### src/rtl/hazard_control_unit.sv
// Pipeline hazard controller: load-use bubbles, taken-branch flush
// and data-memory wait freezing, with stall and timeout bookkeeping.
module hazard_control_unit #(
    parameter int LOAD_STALL_CYCLES = 1,
    parameter int MAX_WAIT          = 16
) (
    input  logic        clk,
    input  logic        rst_n,
    input  logic [4:0]  id_rs,
    input  logic [4:0]  id_rt,
    input  logic        id_uses_rt,
    input  logic        ex_mem_read,
    input  logic [4:0]  ex_rd,
    input  logic        branch_taken,
    input  logic        mem_req,
    input  logic        mem_ready,
    output logic        pc_write_en,
    output logic        fd_write_en,
    output logic        fd_flush,
    output logic        de_bubble,
    output logic [1:0]  state,
    output logic        mem_timeout,
    output logic [31:0] stall_cycles
);

    typedef enum logic [1:0] {
        RUN        = 2'd0,
        LOAD_STALL = 2'd1,
        MEM_WAIT   = 2'd2
    } state_e;

    localparam logic [2:0] BUB_LOAD = 3'(LOAD_STALL_CYCLES - 1);
    localparam logic [7:0] WAIT_MAX = 8'(MAX_WAIT);

    state_e      state_q, state_d;
    logic [2:0]  bub_q, bub_d;
    logic [7:0]  wait_q, wait_d;
    logic        tmo_q, tmo_d;
    logic [31:0] stall_q;
    logic        hz, mem_stall, issue;

    assign hz = ex_mem_read & (ex_rd != 5'd0) &
                ((ex_rd == id_rs) | (id_uses_rt & (ex_rd == id_rt)));
    assign mem_stall = mem_req & ~mem_ready;

    always_comb begin
        state_d     = state_q;
        bub_d       = bub_q;
        wait_d      = wait_q;
        tmo_d       = tmo_q;
        pc_write_en = 1'b1;
        fd_write_en = 1'b1;
        fd_flush    = 1'b0;
        de_bubble   = 1'b0;
        issue       = 1'b0;
        unique case (state_q)
            RUN: begin
                if (mem_stall) begin
                    pc_write_en = 1'b0;
                    fd_write_en = 1'b0;
                    state_d     = MEM_WAIT;
                    wait_d      = 8'd1;
                end else begin
                    issue = 1'b1;
                end
            end
            LOAD_STALL: begin
                if (mem_stall) begin
                    pc_write_en = 1'b0;
                    fd_write_en = 1'b0;
                    state_d     = MEM_WAIT;
                    wait_d      = 8'd1;
                    bub_d       = 3'd0;
                end else begin
                    pc_write_en = 1'b0;
                    fd_write_en = 1'b0;
                    de_bubble   = 1'b1;
                    bub_d       = bub_q - 3'd1;
                    if (bub_q == 3'd1) state_d = RUN;
                end
            end
            MEM_WAIT: begin
                if (!mem_ready) begin
                    pc_write_en = 1'b0;
                    fd_write_en = 1'b0;
                    if (wait_q != 8'hFF) wait_d = wait_q + 8'd1;
                    if (wait_d == WAIT_MAX) tmo_d = 1'b1;
                end else begin
                    wait_d  = 8'd0;
                    state_d = RUN;
                    issue   = 1'b1;
                end
            end
            default: state_d = RUN;
        endcase
        // Shared decision for RUN and the MEM_WAIT release cycle
        if (issue) begin
            if (branch_taken) begin
                fd_flush  = 1'b1;
                de_bubble = 1'b1;
            end else if (hz) begin
                pc_write_en = 1'b0;
                fd_write_en = 1'b0;
                de_bubble   = 1'b1;
                bub_d       = BUB_LOAD;
                state_d     = (BUB_LOAD != 3'd0) ? LOAD_STALL : RUN;
            end
        end
        if (!rst_n) begin
            pc_write_en = 1'b0;
            fd_write_en = 1'b1;
            fd_flush    = 1'b1;
            de_bubble   = 1'b1;
        end
    end

    always_ff @(posedge clk) begin
        if (!rst_n) begin
            state_q <= RUN;
            bub_q   <= 3'd0;
            wait_q  <= 8'd0;
            tmo_q   <= 1'b0;
            stall_q <= 32'd0;
        end else begin
            state_q <= state_d;
            bub_q   <= bub_d;
            wait_q  <= wait_d;
            tmo_q   <= tmo_d;
            if (!pc_write_en) stall_q <= stall_q + 32'd1;
        end
    end

    assign state        = state_q;
    assign mem_timeout  = tmo_q;
    assign stall_cycles = stall_q;

endmodule

### config.mk
export PLATFORM = sky130hd
export DESIGN_NAME = hazard_control_unit
export DESIGN_NICKNAME = d
export VERILOG_FILES = /design/src/rtl/hazard_control_unit.sv
export SDC_FILE = /design/constraint.sdc
export NUM_CORES = 1
export LEC_CHECK = 0
export CAP_MARGIN = 20
export CORE_MARGIN = 2
export CORE_UTILIZATION = 50
export CTS_CLUSTER_DIAMETER = 100
export DETAILED_ROUTE_END_ITERATION = 10
export PLACE_DENSITY = 0.8
export RECOVER_POWER = 50
export REMOVE_ABC_BUFFERS = 1
export SYNTH_ARGS = -nofsm -noshare
export SYNTH_HDL_FRONTEND = slang
export SYNTH_SLANG_ARGS = --single-unit
### constraint.sdc
create_clock -name clk -period 2.75 [get_ports clk]
set_input_delay 0.6875 -clock clk [delete_from_list [all_inputs] [get_ports clk]]
set_output_delay 0.6875 -clock clk [all_outputs]
set_load 0.02 [all_outputs]
Yosys cells after proc, flatten, opt, wreduce, memory -nomap -nowiden. Cells that the tools add are included.

Bits in registers: 46. Input bits: 22. Output and inout port bits: 39. Logic and storage cells: 64.

Add/sub/neg operators: 3. Eq/ne operators: 8. Mux-type cells: 36. Bitwise gates (word level): 6. Reduce and logical (&&, ||, !) cells: 6.

Operators by type and width (number): $mux 8 (5); $add 32x1->32 const B (1); $pmux 8 s2 (1); $mux 1 (15); $mux 3 (5); $mux 2 (7); $eq 5x5->1 (2); $add 8x1->8 const B (1); $eq 8x5->1 const B (1); $ne 8x8->1 const B (1); $pmux 2 s3 (1); $reduce_bool 5->1 (1); $and 1x1->1 (4); $eq 3x1->1 const B (1); $pmux 1 s3 (1); $reduce_and 3->1 (1); $sub 3x1->3 const B (1); $eq 2x1->1 const B (1); $eq 2x2->1 const B (1); $logic_not 2->1 (1); $ne 2x1->1 const B (1); $pmux 1 s2 (1); $reduce_and 2->1 (1); $reduce_bool 2->1 (1); other kinds (3) (3).

Longest topological paths before layout. Gate-level depths: netlist of run 1.

Depth in word-level cells: 8. Mapped depth: 9. Gate-level depth less buffers: 7.

Worst setup path before layout of run 1. No wires, ideal clock.

Path kind: input to output. Start point: input ex_rd[0]. End point: output pc_write_en. Arrival time: 2.076 ns. Data required time: 2.062 ns. Setup slack: -0.013 ns. Cell stages on the path: 6. Buffers on the path: 2. Path through: or3_1 -> o211a_1 -> a31oi_4 -> buf_6 -> buf_6 -> and2_1.

Longest elaborated chain between the ends: 8. Elaborated cells between the ends (all ways): 11. Those cells by class: 2 x eq/ne; 4 x mux; 4 x bitwise; 1 x reduce/logical.

RTL lines: start, declared (line 13) `input logic [4:0] ex_rd,`; $eq 5x5->1 (line 43) `((ex_rd == id_rs) | (id_uses_rt & (ex_rd == id_rt)));`; $and 1x1->1 (line 43); $or 1x1->1 (line 43); $and 1x1->1 * (line 42) `assign hz = ex_mem_read & (ex_rd != 5'd0) &`; $mux 1 * (line 101) `end else if (hz) begin`; $mux 1 * (line 98) `if (branch_taken) begin`; $mux 1 * (line 97) `if (issue) begin`; $mux 1 * (line 109) `if (!rst_n) begin`; end, declared (line 17) `output logic pc_write_en,`.

Mark *: on every way between the ends. The rest lies on a longest branch, timed or not.

Worst setup path after layout of run 1.
Start point: input id_rs[1]. End point: output fd_write_en.

Longest elaborated chain between the ends: 7.

RTL lines: start, declared (line 9) `input logic [4:0] id_rs,`; $eq 5x5->1 (line 43); $or 1x1->1 (line 43); $and 1x1->1 (line 42); $mux 1 (line 101); $mux 1 (line 98); $mux 1 (line 97); $mux 1 (line 109); end, declared (line 18) `output logic fd_write_en,`.

No other way between the ends.

==> metrics, run 1 <==
hold_buf cts 0; DR iter-0 viols 219; Max H-tree Level 2; post-route clock period utilization just under 100%; clock power share about a third; Num CTS Buffers 5; Total Power around 0.0013 W; clock-pin slew on the worst setup and hold paths 0.09 ns; global-route wire length before repair 11.5 mm; number of enable flip-flop cells after synthesis 0; Slew headroom 64.7%; GRT Util Overall 23.9%; drc violations 0; synthesized area per cell ~8.3 sq um; CTS tree done; root buf cell clkbuf_8; Synth top area share 35.6%; Flop pwr share 54.0%; via count around 2700; Post-Synth Adder-Cell Area approximately 1.9%; hold path depth 2; Post-Synth XOR/XNOR Area 4.74%; critical path arrival 2.02 ns; Yosys reg bits 46; dpl ws -0.724 ns; Placeable Area 5040 sq um; via-per-instance ratio ~6; Synth Area in Simple Gates 29.4%; I/O pins 61; post-route ant nets 0; Post-Syn Area approximately 2600 sq um; crit start category input pin; first-pass iteration count of the detailed router 4; status complete, no violations; Longest Clk Path Bufs 2; R2R cell count 7; sequential element share of the synthesized area 35.6%; CTS Sinks 46; Max Slew Vio Count 0; drt wl/cell 15.0 um; Worst-Skew Late Latency 0.30 ns; ANT cells 0; ys flop type dfxtp_1; sw frac 25.9%; CP Class in -> out; Distinct cells, synth 51; Worst Hold Path EP mem_timeout; height of the die 75.9 um; power density cells 360 nW/um^2; area leader, netlist dfxtp_1; Worst Path Max Fanout 3; worst clock skew 0.00765 ns; Peak VDD IR 0.000291 V; endpoint of the worst register-to-register path stall_cycles[30]; ranking of synthesized cells by area dfxtp_1, a21oi_1, o21ai_0; Final Worst Setup Slack 0.0461 ns; internal power between 0.0009 and 0.001 W; total wire length just under 7 mm; RR Startpoint state[1]; Max-Cap Viols 0; Post-CTS Setup Repair Bufs 0; yosys warns 0; multiplexer share of the synthesized area 0.387%; FP Rows 26; f_max between 300 and 400 MHz; Psw ~0.00033 W; P_leak 1.21 nW; Tightest Hold Check Type reg -> reg; largest net degree at the start of global routing 36; Final Setup Violations 0; synthesized instance count 313; Starting Density 51.3%; Synth Area in Compound Gates about a quarter; final net count ~400; hpwl dp 4.86 mm; Remaining Overflow, GRT 0; initial antenna violation count 0; Fill cells 425; fraction of final layout cells sized beyond drive strength 1 13.2%; worst hold start mem_timeout; die area 5760 sq um; worst path required time ~2.1 ns; Post-synth ARST share 0%; vias in the first global route between 2000 and 3000; Tmin final 2.70 ns; Slew @ Worst Pin approximately 0.52 ns; RSZ-0062 raised after global routing yes; largest family of logic cells by synthesized area simple AND/OR/NAND/NOR gates; Die X 75.9 um; CP endpoint kind output pin; Placer Congestion 0.868; combinational share of power 13.6%; final hold violation count 0; port bufs 60; Layout area overhead 34.9%; hold_ws around 0.48 ns; slack of the worst reg-to-reg path 0.62 ns
==> through the flow <==
step	std cells	area, sq um	setup TNS (ns)	util (%)
global placement	448	3360	-3.67	66.6
floorplan	300	2510	-0.178	-
global route	455	3490	-0.0101	69.2
detailed placement	448	3360	-5.80	66.6
CTS	455	3490	0	69.2
finish	455	3490	0	69.2
==> cells in the mapped netlist (2+ instances only) <==
cell type  instances
dfxtp_1           46
or2_2              2
buf_6              3
nand3_1           17
nand2_1           23
or4b_1             5
nand2b_1           5
and2_1             4
o31ai_1           11
and4_1             2
a31oi_1            2
xor2_1             3
or4_1             10
nor3_1             3
clkbuf_1           7
nand4_1           11
nor2_1            18
or3_1             17
and3_1             8
a211oi_1           2
inv_1              8
xnor2_1           11
a21oi_1           38
o41ai_1            4
o21ai_0           23
o21a_1             2
ha_1               4
==> cells by family after synthesis <==
| group | Yosys count |
|---|---|
| adders and majority gates | 4 |
| muxes | 1 |
| AOI/OAI and AO/OA | 95 |
| xor gates and xnor gates | 14 |
| DFF | 46 |
| and+or+nand+nor | 132 |
| buffers and inverters | 21 |
==> cell usage in the layout, fill, tap and decap left out, types with 3 or more instances in the layout <==
| master | n |
|---|---|
| or4_1 | 10 |
| dlygate4sd2_1 | 10 |
| o41ai_1 | 4 |
| clkbuf_8 | 5 |
| o31ai_1 | 11 |
| inv_1 | 7 |
| nand3_1 | 16 |
| clkdlybuf4s50_1 | 41 |
| nor3_1 | 3 |
| nand4_1 | 11 |
| or4b_1 | 5 |
| dfxtp_1 | 46 |
| a21oi_1 | 38 |
| and2_1 | 3 |
| buf_6 | 5 |
| xnor2_2 | 6 |
| or3_1 | 16 |
| clkbuf_2 | 3 |
| o21ai_0 | 23 |
| nor2_1 | 18 |
| buf_4 | 11 |
| nand2_1 | 23 |
| xnor2_1 | 5 |
| ha_1 | 4 |
| and3_1 | 8 |
| nand2b_1 | 4 |
| xor2_1 | 3 |
==> metal layers <==
metal	share of wire (%)	vias up	GRT usage (%)
li1	-	1328	-
met2	51	76	42.1
met4	1.5	0	8.91
met1	41	1310	28.5
met3	5.7	10	5.00
met5	0	-	0
==> power by group through the flow <==
stage | Sequential (W) | Combinational (W) | Clock (W)
floorplan | 0.000696 | 0.0000695 | 0
global placement | 0.000692 | 0.000157 | 0
detailed placement | 0.000693 | 0.000161 | 0
CTS | 0.000677 | 0.000168 | 0.000409
global route | 0.000678 | 0.000183 | 0.000439
finish | 0.000677 | 0.000170 | 0.000407
==> registers in the layout, indices dropped and copies added, names as in the netlist <==
name          count
stall_cycles     32
bub_q             3
state             2
wait_q            8
mem_timeout       1
==> worst max-delay path by stage <==
stage / start / endpoint / slack (ns) / cells after the start
final: id_rs[1] / fd_write_en / 0.05 / 7
after global routing: id_rs[1] / fd_write_en / -0.01 / 7
after CTS: ex_rd[0] / pc_write_en / 0.001 / 6
after detailed placement: ex_rd[1] / pc_write_en / -0.72 / 6
after global placement: ex_rd[1] / pc_write_en / -0.70 / 6
after floorplan: ex_rd[0] / pc_write_en / -0.10 / 4
==> layout make-up <==
type	instances	area [sq um]	share of cell area [%]
Sequential cell	46	921	26.4
Clock buffer	6	72.6	2.08
Inverter	8	30.0	0.861
Timing Repair Buffer	78	741	21.2
Multi-Input combinational cell	246	1630	46.7
Tap cell	70	87.6	2.51
Clock inverter	1	7.51	0.215
==> worst max-delay path, cell delays in order <==
cell	delay, ns
clkdlybuf4s50_1	0.47
xnor2_1	0.11
nand2_1	0.11
o22ai_4	0.22
a31oi_4	0.13
nand2b_4	0.15
buf_6	0.13
==> timing repair <==
action                                  in CTS  in global routing
gates cloned                                 0                  0
endpoints found under the setup margin       4                  3
pin swaps                                    8                  9
gates resized for setup                     45                 10
(Power assumes the default switching activity.)
==> run 2, diff against run 1 <==
==> constraint.sdc (replaced) <==
create_clock -name clk -period 2.9 [get_ports clk]
set_input_delay 0.725 -clock clk [delete_from_list [all_inputs] [get_ports clk]]
set_output_delay 0.725 -clock clk [all_outputs]
set_load 0.02 [all_outputs]
==> run 2 against run 1 <==
Non-clock buffer count up 2. Worst hold slack worse by 0.0076 ns. Power down 5.4%. Combinational power down 3%. Sequential power down 5.2%. Sequential cell count unchanged. Design area up 1.1%. Count of clock-buffer cells in the layout unchanged. Wire length down 4.1%. Register-to-register slack worse by 0.02 ns. Clock power down 6.6%. Worst setup slack better by 0.016 ns. Critical endpoint unchanged. Largest cell class unchanged. Highest routed layer unchanged.
==> metrics, run 2 (synthesis gave the netlist of run 1 again) <==
status complete, no violations; root buf cell clkbuf_8; Num CTS Buffers 5 (unchanged); Largest register FFs 32 (unchanged); Longest Clk Path Bufs 2 (unchanged); Post-Layout Inst Area 3530 sq um (+1.1%); most frequent cells in the layout dfxtp_1, a21oi_1, dlygate4sd3_1, o21ai_0, nand2_1; dpl ws -0.636 ns (+0.0881 ns); Peak VDD IR 0.000265 V (-9.2%); fraction of final layout cells sized beyond drive strength 1 12.9% (-0.33 points); worst path required time 2.17 ns (+0.11 ns); largest net degree at the start of global routing 36 (unchanged); CP endpoint kind output pin; drt wl/cell 14.3 um (-4.5%); Slew headroom 64.2% (-0.50 points); post-route ant nets 0 (unchanged); worst clock skew 0.0100 ns (+0.00239 ns); Tightest Hold Check Type reg -> reg; first-pass iteration count of the detailed router 4 (unchanged); crit start category input pin; Worst Path Max Fanout 3 (unchanged); total wire length 6.55 mm (-4.1%); Remaining Overflow, GRT 0 (unchanged); post-route clock period utilization a little under 100%; Placer Congestion 0.856 (-1.3%); Final Setup Violations 0 (unchanged); CP Class in -> out; critical path arrival 2.11 ns (+0.09 ns); power density cells 336 nW/um^2 (-6.4%); height of the die 75.9 um (unchanged); Slew @ Worst Pin 0.532 ns (+0.00739 ns); Setup TNS Final 0 ns (unchanged); vias in the first global route 2510 (-0.99%); Die X 75.9 um (unchanged); Layout area overhead 36.4%; ANT cells 0 (unchanged); Placed Instance Area 3360 sq um (unchanged); f_max 352 MHz; drc violations 0 (unchanged); Total Power 0.00119 W (-5.4%); CTS Sinks 46 (unchanged); Max Slew Vio Count 0 (unchanged); initial antenna violation count 0 (unchanged); Final Worst Setup Slack 0.0624 ns (+0.0163 ns); hold_buf cts 0 (unchanged); Max-Cap Viols 0 (unchanged); Tmin final 2.84 ns; hpwl dp 4.67 mm (-4.0%); hold_ws 0.476 ns (-0.00761 ns); CTS tree done; die area 5760 sq um (unchanged); RSZ-0062 raised after global routing no; Starting Density 51.3% (unchanged); P_leak 1.35 nW (+11%); GRT Util Overall 22.7% (-1.1 points); DR iter-0 viols 203 (-7.3%); via count 2662 (-2.3%); Max H-tree Level 2 (unchanged); port bufs 60 (unchanged); most common cell after layout, fill and taps aside dfxtp_1; Placeable Area 5040 sq um (unchanged); Worst-Skew Late Latency 0.30 ns (about the same); FP Rows 26 (unchanged); via-per-instance ratio 5.82 (-2.7%); final hold violation count 0 (unchanged); I/O pins 61 (unchanged); global-route wire length before repair 11.1 mm (-3.8%); clock-pin slew on the worst setup and hold paths 0.08 ns (about the same); final net count 413 (+0.49%)
-- run 2: per-layer routing --
metal  share of wire (%)  track usage, %  vias up
met5                   0               0        -
met1                  45            27.6     1256
met3                 4.6            5.12        8
met2                  49            40.2       69
met4                 1.1            6.73        0
li1                    -               -     1329
-- run 2: stage by stage --
step | cells | utilization [%]
2_1_floorplan | 300 | -
3_3_place_gp | 448 | 66.6
3_5_place_dp | 448 | 66.6
4_1_cts | 457 | 69.7
5_1_grt | 457 | 70.0
6_report | 457 | 70.0
-- run 2: what timing repair did --
| action | in CTS | in global routing |
|---|---|---|
| setup endpoints to repair | 4 | 3 |
| buffers inserted | 2 | 0 |
| pin swaps | 7 | 7 |
| resized for setup | 36 | 9 |
-- run 2: report_power, final --
group	internal, W	leakage, nW	switching [W]
logic	0.0000828	0.938	0.0000820
registers	0.000636	0.371	0.00000651
clock network	0.000166	0.0373	0.000214
-- run 2: final cells by class --
cell class,count,area [sq um]
Tap cell,70,87.6
Fill cell,414,1520
Multi-Input combinational cell,246,1630
Clock buffer,6,72.6
Timing Repair Buffer,80,778
Sequential cell,46,921
Clock inverter,1,7.51
Inverter,8,30.0
-- run 2: final timing paths --
check	from	depth (start not counted)	end	slack, ns
max	id_rs[2]	7	fd_write_en	0.06
min	mem_timeout	2	mem_timeout	0.48
max reg2reg	state[1]	8	stall_cycles[10]	0.60
min reg2reg	mem_timeout	2	mem_timeout	0.48
-- run 2: worst max-delay path: stages --
cell and delay, ns:
clkdlybuf4s50_1 0.50, xnor2_2 0.13, nand3_2 0.12, o22ai_4 0.22, a31oi_4 0.13, nand2b_4 0.16, buf_6 0.13
